## config.mk

```make
export PLATFORM = sky130hd
export DESIGN_NAME = alu_rs
export DESIGN_NICKNAME = d
export VERILOG_FILES = /design/src/rtl/alu_rs_pkg.sv /design/src/rtl/rs_select.sv /design/src/rtl/alu_rs.sv
export SDC_FILE = /design/constraint.sdc
export NUM_CORES = 2
export LEC_CHECK = 0
export BUFFER_PORTS_ARGS = -buffer_cell sky130_fd_sc_hd__buf_2
export CELL_PAD_IN_SITES_DETAIL_PLACEMENT = 0
export CELL_PAD_IN_SITES_GLOBAL_PLACEMENT = 1
export CORE_ASPECT_RATIO = 1.4
export CORE_MARGIN = 8
export CORE_UTILIZATION = 55
export DETAILED_ROUTE_END_ITERATION = 6
export PLACE_DENSITY = 0.95
export SETUP_SLACK_MARGIN = 0.5
export SYNTH_ARGS = -nofsm -noshare
export SYNTH_HDL_FRONTEND = slang
export SYNTH_SLANG_ARGS = --single-unit
export TNS_END_PERCENT = 50
```

## constraint.sdc

```tcl
create_clock -name clk -period 6.65 [get_ports clk]
set_input_delay 1.33 -clock clk [delete_from_list [all_inputs] [get_ports clk]]
set_output_delay 1.33 -clock clk [all_outputs]
set_load 0.01 [all_outputs]
```

## src/rtl/alu_rs_pkg.sv

```systemverilog
// alu_rs_pkg: shared ALU op encodings and reservation-station defaults
package alu_rs_pkg;
    localparam int DATA_W        = 32;
    localparam int RS_SIZE_DEF   = 8;
    localparam int TAG_WIDTH_DEF = 4;
    localparam int OP_WIDTH_DEF  = 4;
    typedef enum logic [3:0] {
        OP_ADD, OP_MINUS, OP_LESS, OP_LESS_U, OP_XOR,
        OP_OR, OP_AND, OP_LSHIFT, OP_RSHIFT, OP_RSHIFT_A
    } op_e;
endpackage

```

## src/rtl/rs_select.sv

```systemverilog
// rs_select: lowest-index priority encoder over a request vector
module rs_select import alu_rs_pkg::*; #(
    parameter int N = RS_SIZE_DEF
) (
    input  logic [N-1:0]         req,
    output logic                 found,
    output logic [$clog2(N)-1:0] idx
);
    localparam int IW = $clog2(N);
    always_comb begin
        idx = '0;
        for (int i = N - 1; i >= 0; i--)
            if (req[i]) idx = IW'(i);
    end
    assign found = |req;
endmodule

```

## src/rtl/alu_rs.sv

```systemverilog
// alu_rs: ALU reservation station with CDB snoop, lowest-index issue and registered broadcast
module alu_rs import alu_rs_pkg::*; #(
    parameter int RS_SIZE   = RS_SIZE_DEF,
    parameter int TAG_WIDTH = TAG_WIDTH_DEF,
    parameter int OP_WIDTH  = OP_WIDTH_DEF
) (
    input  logic                 clk,
    input  logic                 rst,
    input  logic                 rdy,
    input  logic                 flush,
    input  logic                 dispatch_valid,
    input  logic [OP_WIDTH-1:0]  dispatch_op,
    input  logic [DATA_W-1:0]    dispatch_vj,
    input  logic                 dispatch_qj_busy,
    input  logic [TAG_WIDTH-1:0] dispatch_qj,
    input  logic [DATA_W-1:0]    dispatch_vk,
    input  logic                 dispatch_qk_busy,
    input  logic [TAG_WIDTH-1:0] dispatch_qk,
    input  logic [TAG_WIDTH-1:0] dispatch_dest,
    output logic                 rs_full,
    input  logic                 cdb_in_valid,
    input  logic [TAG_WIDTH-1:0] cdb_in_tag,
    input  logic [DATA_W-1:0]    cdb_in_value,
    output logic                 alu_ready,
    output logic [DATA_W-1:0]    alu_lv,
    output logic [DATA_W-1:0]    alu_rv,
    output logic [OP_WIDTH-1:0]  alu_op,
    input  logic                 alu_success,
    input  logic [DATA_W-1:0]    alu_result,
    output logic                 cdb_out_valid,
    output logic [TAG_WIDTH-1:0] cdb_out_tag,
    output logic [DATA_W-1:0]    cdb_out_value
);
    localparam int IW = $clog2(RS_SIZE);
    logic [RS_SIZE-1:0]   busy, qj_busy, qk_busy, ready, nqj_busy, nqk_busy;
    logic [OP_WIDTH-1:0]  op   [RS_SIZE];
    logic [DATA_W-1:0]    vj   [RS_SIZE];
    logic [DATA_W-1:0]    vk   [RS_SIZE];
    logic [DATA_W-1:0]    nvj  [RS_SIZE];
    logic [DATA_W-1:0]    nvk  [RS_SIZE];
    logic [TAG_WIDTH-1:0] qj   [RS_SIZE];
    logic [TAG_WIDTH-1:0] qk   [RS_SIZE];
    logic [TAG_WIDTH-1:0] dest [RS_SIZE];
    logic [TAG_WIDTH-1:0] issue_tag;
    logic [DATA_W-1:0]    d_vj, d_vk;
    logic                 d_qj_busy, d_qk_busy;
    logic                 free_found, iss_found, advance, dispatch_go;
    logic [IW-1:0]        free_idx, iss_idx;

    // cdb_out wins when both buses carry the same tag
    function automatic logic [DATA_W:0] snoop(input logic pend, input logic [TAG_WIDTH-1:0] tag,
                                               input logic [DATA_W-1:0] val);
        snoop = !pend ? {1'b0, val} :
                (cdb_out_valid && cdb_out_tag == tag) ? {1'b0, cdb_out_value} :
                (cdb_in_valid && cdb_in_tag == tag) ? {1'b0, cdb_in_value} : {1'b1, val};
    endfunction

    always_comb begin
        nqj_busy = '0;
        nqk_busy = '0;
        for (int i = 0; i < RS_SIZE; i++) begin
            {nqj_busy[i], nvj[i]} = snoop(qj_busy[i], qj[i], vj[i]);
            {nqk_busy[i], nvk[i]} = snoop(qk_busy[i], qk[i], vk[i]);
        end
        {d_qj_busy, d_vj} = snoop(dispatch_qj_busy, dispatch_qj, dispatch_vj);
        {d_qk_busy, d_vk} = snoop(dispatch_qk_busy, dispatch_qk, dispatch_vk);
    end

    assign ready       = busy & ~qj_busy & ~qk_busy;
    assign rs_full     = &busy;
    assign advance     = rdy && !flush;
    assign dispatch_go = advance && dispatch_valid && free_found;

    rs_select #(.N(RS_SIZE)) u_free  (.req(~busy), .found(free_found), .idx(free_idx));
    rs_select #(.N(RS_SIZE)) u_issue (.req(ready), .found(iss_found),  .idx(iss_idx));

    always_ff @(posedge clk or negedge rst) begin
        if (!rst) begin
            busy          <= '0;
            alu_ready     <= 1'b0;
            alu_lv        <= '0;
            alu_rv        <= '0;
            alu_op        <= '0;
            issue_tag     <= '0;
            cdb_out_valid <= 1'b0;
            cdb_out_tag   <= '0;
            cdb_out_value <= '0;
        end else if (rdy) begin
            if (flush) begin
                busy          <= '0;
                alu_ready     <= 1'b0;
                cdb_out_valid <= 1'b0;
            end else begin
                for (int i = 0; i < RS_SIZE; i++)
                    busy[i] <= (busy[i] && !(iss_found && iss_idx == IW'(i))) ||
                               (dispatch_go && free_idx == IW'(i));
                alu_ready <= iss_found;
                if (iss_found) begin
                    alu_lv    <= vj[iss_idx];
                    alu_rv    <= vk[iss_idx];
                    alu_op    <= op[iss_idx];
                    issue_tag <= dest[iss_idx];
                end
                cdb_out_valid <= alu_ready && alu_success;
                cdb_out_value <= alu_result;
                cdb_out_tag   <= issue_tag;
            end
        end
    end

    // Entry payload needs no reset: busy alone decides whether it means anything
    always_ff @(posedge clk) begin
        if (advance) begin
            for (int i = 0; i < RS_SIZE; i++) begin
                if (dispatch_go && free_idx == IW'(i)) begin
                    op[i]      <= dispatch_op;
                    vj[i]      <= d_vj;
                    vk[i]      <= d_vk;
                    qj_busy[i] <= d_qj_busy;
                    qk_busy[i] <= d_qk_busy;
                    qj[i]      <= dispatch_qj;
                    qk[i]      <= dispatch_qk;
                    dest[i]    <= dispatch_dest;
                end else begin
                    vj[i]      <= nvj[i];
                    vk[i]      <= nvk[i];
                    qj_busy[i] <= nqj_busy[i];
                    qk_busy[i] <= nqk_busy[i];
                end
            end
        end
    end
endmodule
```

==> flow_metrics.tcl <==
set metrics [dict create \
    synth_edf_count 656 \
    maxCapViolations 0 \
    die_h_um 354 \
    rows 124 \
    cts_tree "built" \
    nNetsFinal 3732 \
    start_kind "flip-flop" \
    min_period_ns 4.58 \
    synth_ff_type "edfxtp_1" \
    die_w_um 257 \
    finalSetupViolCount 0 \
    synth.largest_area_cell "edfxtp_1" \
    gp_congestion 0.881 \
    synth_seq_cells 774 \
    r2r_start "cdb_out_tag[2]" \
    worst_ep_arrival_time_ns 4.84 \
    timing.slew.headroom_pct 20.3 \
    core_area_mm2 0.0813 \
    ys_top_cells_by_area "edfxtp_1, mux2i_1, dfrtp_1" \
    worst_pin_slew_ns 1.19 \
    cts_hold_buf 0 \
    yosysMostFrequentCell "mux2i_1" \
    post-route-period-util_pct 68.9 \
    critPathCaptureType "flip-flop" \
    io_buffer_count 263 \
    holdCritPathClass "flip-flop to flip-flop" \
    clock_skew_ns 0.0337 \
    synth_common_cells "mux2i_1, edfxtp_1, nand2_1" \
    grt_setup_unrepaired "false" \
    io_pins 264 \
    hold_viol_final 0 \
    hold_start "alu_lv[2]" \
    fin_hold_ws_ns 0.489 \
    placed_area_mm2 0.0465 \
    drtIter0Drc 3754 \
    synth_cell_types 61 \
    ant_nets 0 \
    crit_required_ns 6.90 \
    drt-total-wl_um 150000 \
    synth_area_mm2 0.0449 \
    die-area_mm2 0.0911 \
    status "complete, no violations" \
    fin_tns_setup_ns 0 \
    clk_pin_slew_worst_paths_ns 0.06 \
    drive_gt1_share_pct 19.4 \
    ctsRootBufferMaster "clkbuf_16" \
    ir_drop_v 0.000247 \
    seq_area_frac_synth_pct 50.5 \
    p_per_area_mw_per_mm2 271 \
    area_growth_pct 9.50 \
    cts_buffer_depth 3 \
    antenna_found_initial 6 \
    cts.sinks 774 \
    startpoint "cdb_out_tag[2]" \
    crit_fanout 34 \
    synth.avg_cell_area_um2 12.7 \
    post_cts_buffers 0 \
    grt_pass1_wl_um 220000 \
    start_util_pct 55.2 \
    synth_top_area_share_pct 43.9 \
    viasPerCell 6.92 \
    drtPass1Iterations 5 \
    synth_async_sr_flop_share_pct 15.2 \
    final_area_mm2 0.0491 \
    slew_viol_final 0 \
    grt_usage_pct 31.9 \
    leakage_uw 0.0188 \
    drcViolationCount 0 \
    crit_type "flip-flop to flip-flop" \
    max_freq_mhz 218 \
    cts_buffers 78 \
    grt_pass1_vias 33700 \
    clk_latency_ns 0.65 \
    cts_resized 0 \
    yosys_warnings 0 \
    grt_overflow 0 \
    wl_per_cell_um 31.9 \
    syn_inst 3536 \
    vias 32600 \
    synth_nets 3693 \
    grt_max_degree 146 \
    htree_num_levels 3 \
    dp_hpwl_um 85400 \
]
routing by layer:
layer	part of all wire [%]	vias up	global-route usage, %
li1	-	13400	-
met1	36	16300	37.7
met2	48	2231	52.8
met3	9.9	645	6.48
met4	7.1	4	20.4
met5	0.018	-	0
flip-flops by register name, indices dropped and copies added, names as in the netlist, 32 cells and up:
signal	cells
alu_lv	32
alu_rv	32
cdb_out_value	32
dest	32
op	32
qj	32
qk	32
vj	256
vk	256
cell type report:
| type | count | area [µm²] |
|---|---|---|
| well taps | 1071 | 1340 |
| diodes | 2 | 5.00 |
| fillers | 6566 | 32200 |
| clock buffers | 110 | 2230 |
| repair buffers | 350 | 2050 |
| inverters | 20 | 77.6 |
| flip-flops and latches | 774 | 22700 |
| clock inverters | 36 | 334 |
| multi-input cells | 2351 | 20400 |
cell usage in the layout, fill, tap and decap left out, drive strengths merged, types with 3 or more instances in the layout:
cell and instances:
mux2i 1156, edfxtp 656, buf 350, nand2 315, nand3 175, dfrtp 118
clkbuf 110, mux2 100, a22oi 76, xnor2 74, a221oi 73, a32o 72
xor2 70, and3 66, nor3 36, clkinv 27, inv 22, o22ai 17
nor2 14, o21ai 12, or2 11, nand2b 11, a31oi 8, a21oi 8
and2 6, nor3b 6, nand4 6, a31o 5, and4b 5, bufinv 5
or3b 5, and4 4, or3 3, a21boi 3
worst paths after layout:
check	to	slack, ns	depth (start not counted)
hold reg to reg	alu_lv[2]	0.49	1
min in group asynchronous	alu_lv[8]	0.79	1
max in group asynchronous	alu_lv[19]	4.36	2
hold / removal	alu_lv[2]	0.49	1
setup / recovery	vk[6][14]	2.07	9
setup reg to reg	vk[6][14]	2.07	9
power breakdown:
group	switching, µW	total (µW)	internal [µW]	leakage [µW]
clock network	1990	4530	2540	0.00126
logic	1700	2740	1040	0.0102
registers	454	6060	5610	0.00737
total	4140	13300	9190	0.0188
critical path, cell delays in order, from the launching register on:
cell and delay (ns):
dfrtp_1 0.84, buf_4 0.30, xnor2_1 0.15, nand3_1 0.15, nor3_4 0.13, buf_4 0.62, nand2b_1 0.20, and4_2 0.22
buf_4 0.57, or2_2 0.94
per-stage QoR:
stage	cells	utilization (%)	setup slack [ns]	total power, µW
finish	4714	60.4	2.07	13300
CTS	4712	60.4	2.03	13300
detailed placement	4566	57.3	1.66	8860
global placement	4566	57.3	1.72	8790
floorplan	3536	-	2.76	7690
global route	4712	60.4	1.92	13700
kinds of logic (layout without fill, tap and decap cells):
logic type / count (synthesis) / count (layout) / synth area share (%)
flops: 774 / 774 / 50.5
mux: 1256 / 1256 / 28.3
simple gates: 668 / 668 / 7.33
other cells: 0 / 2 / 0
compound gates: 283 / 283 / 6.49
buf+inv: 411 / 516 / 4.56
xor+xnor: 144 / 144 / 2.81
Power figures use the tool's default switching activity.
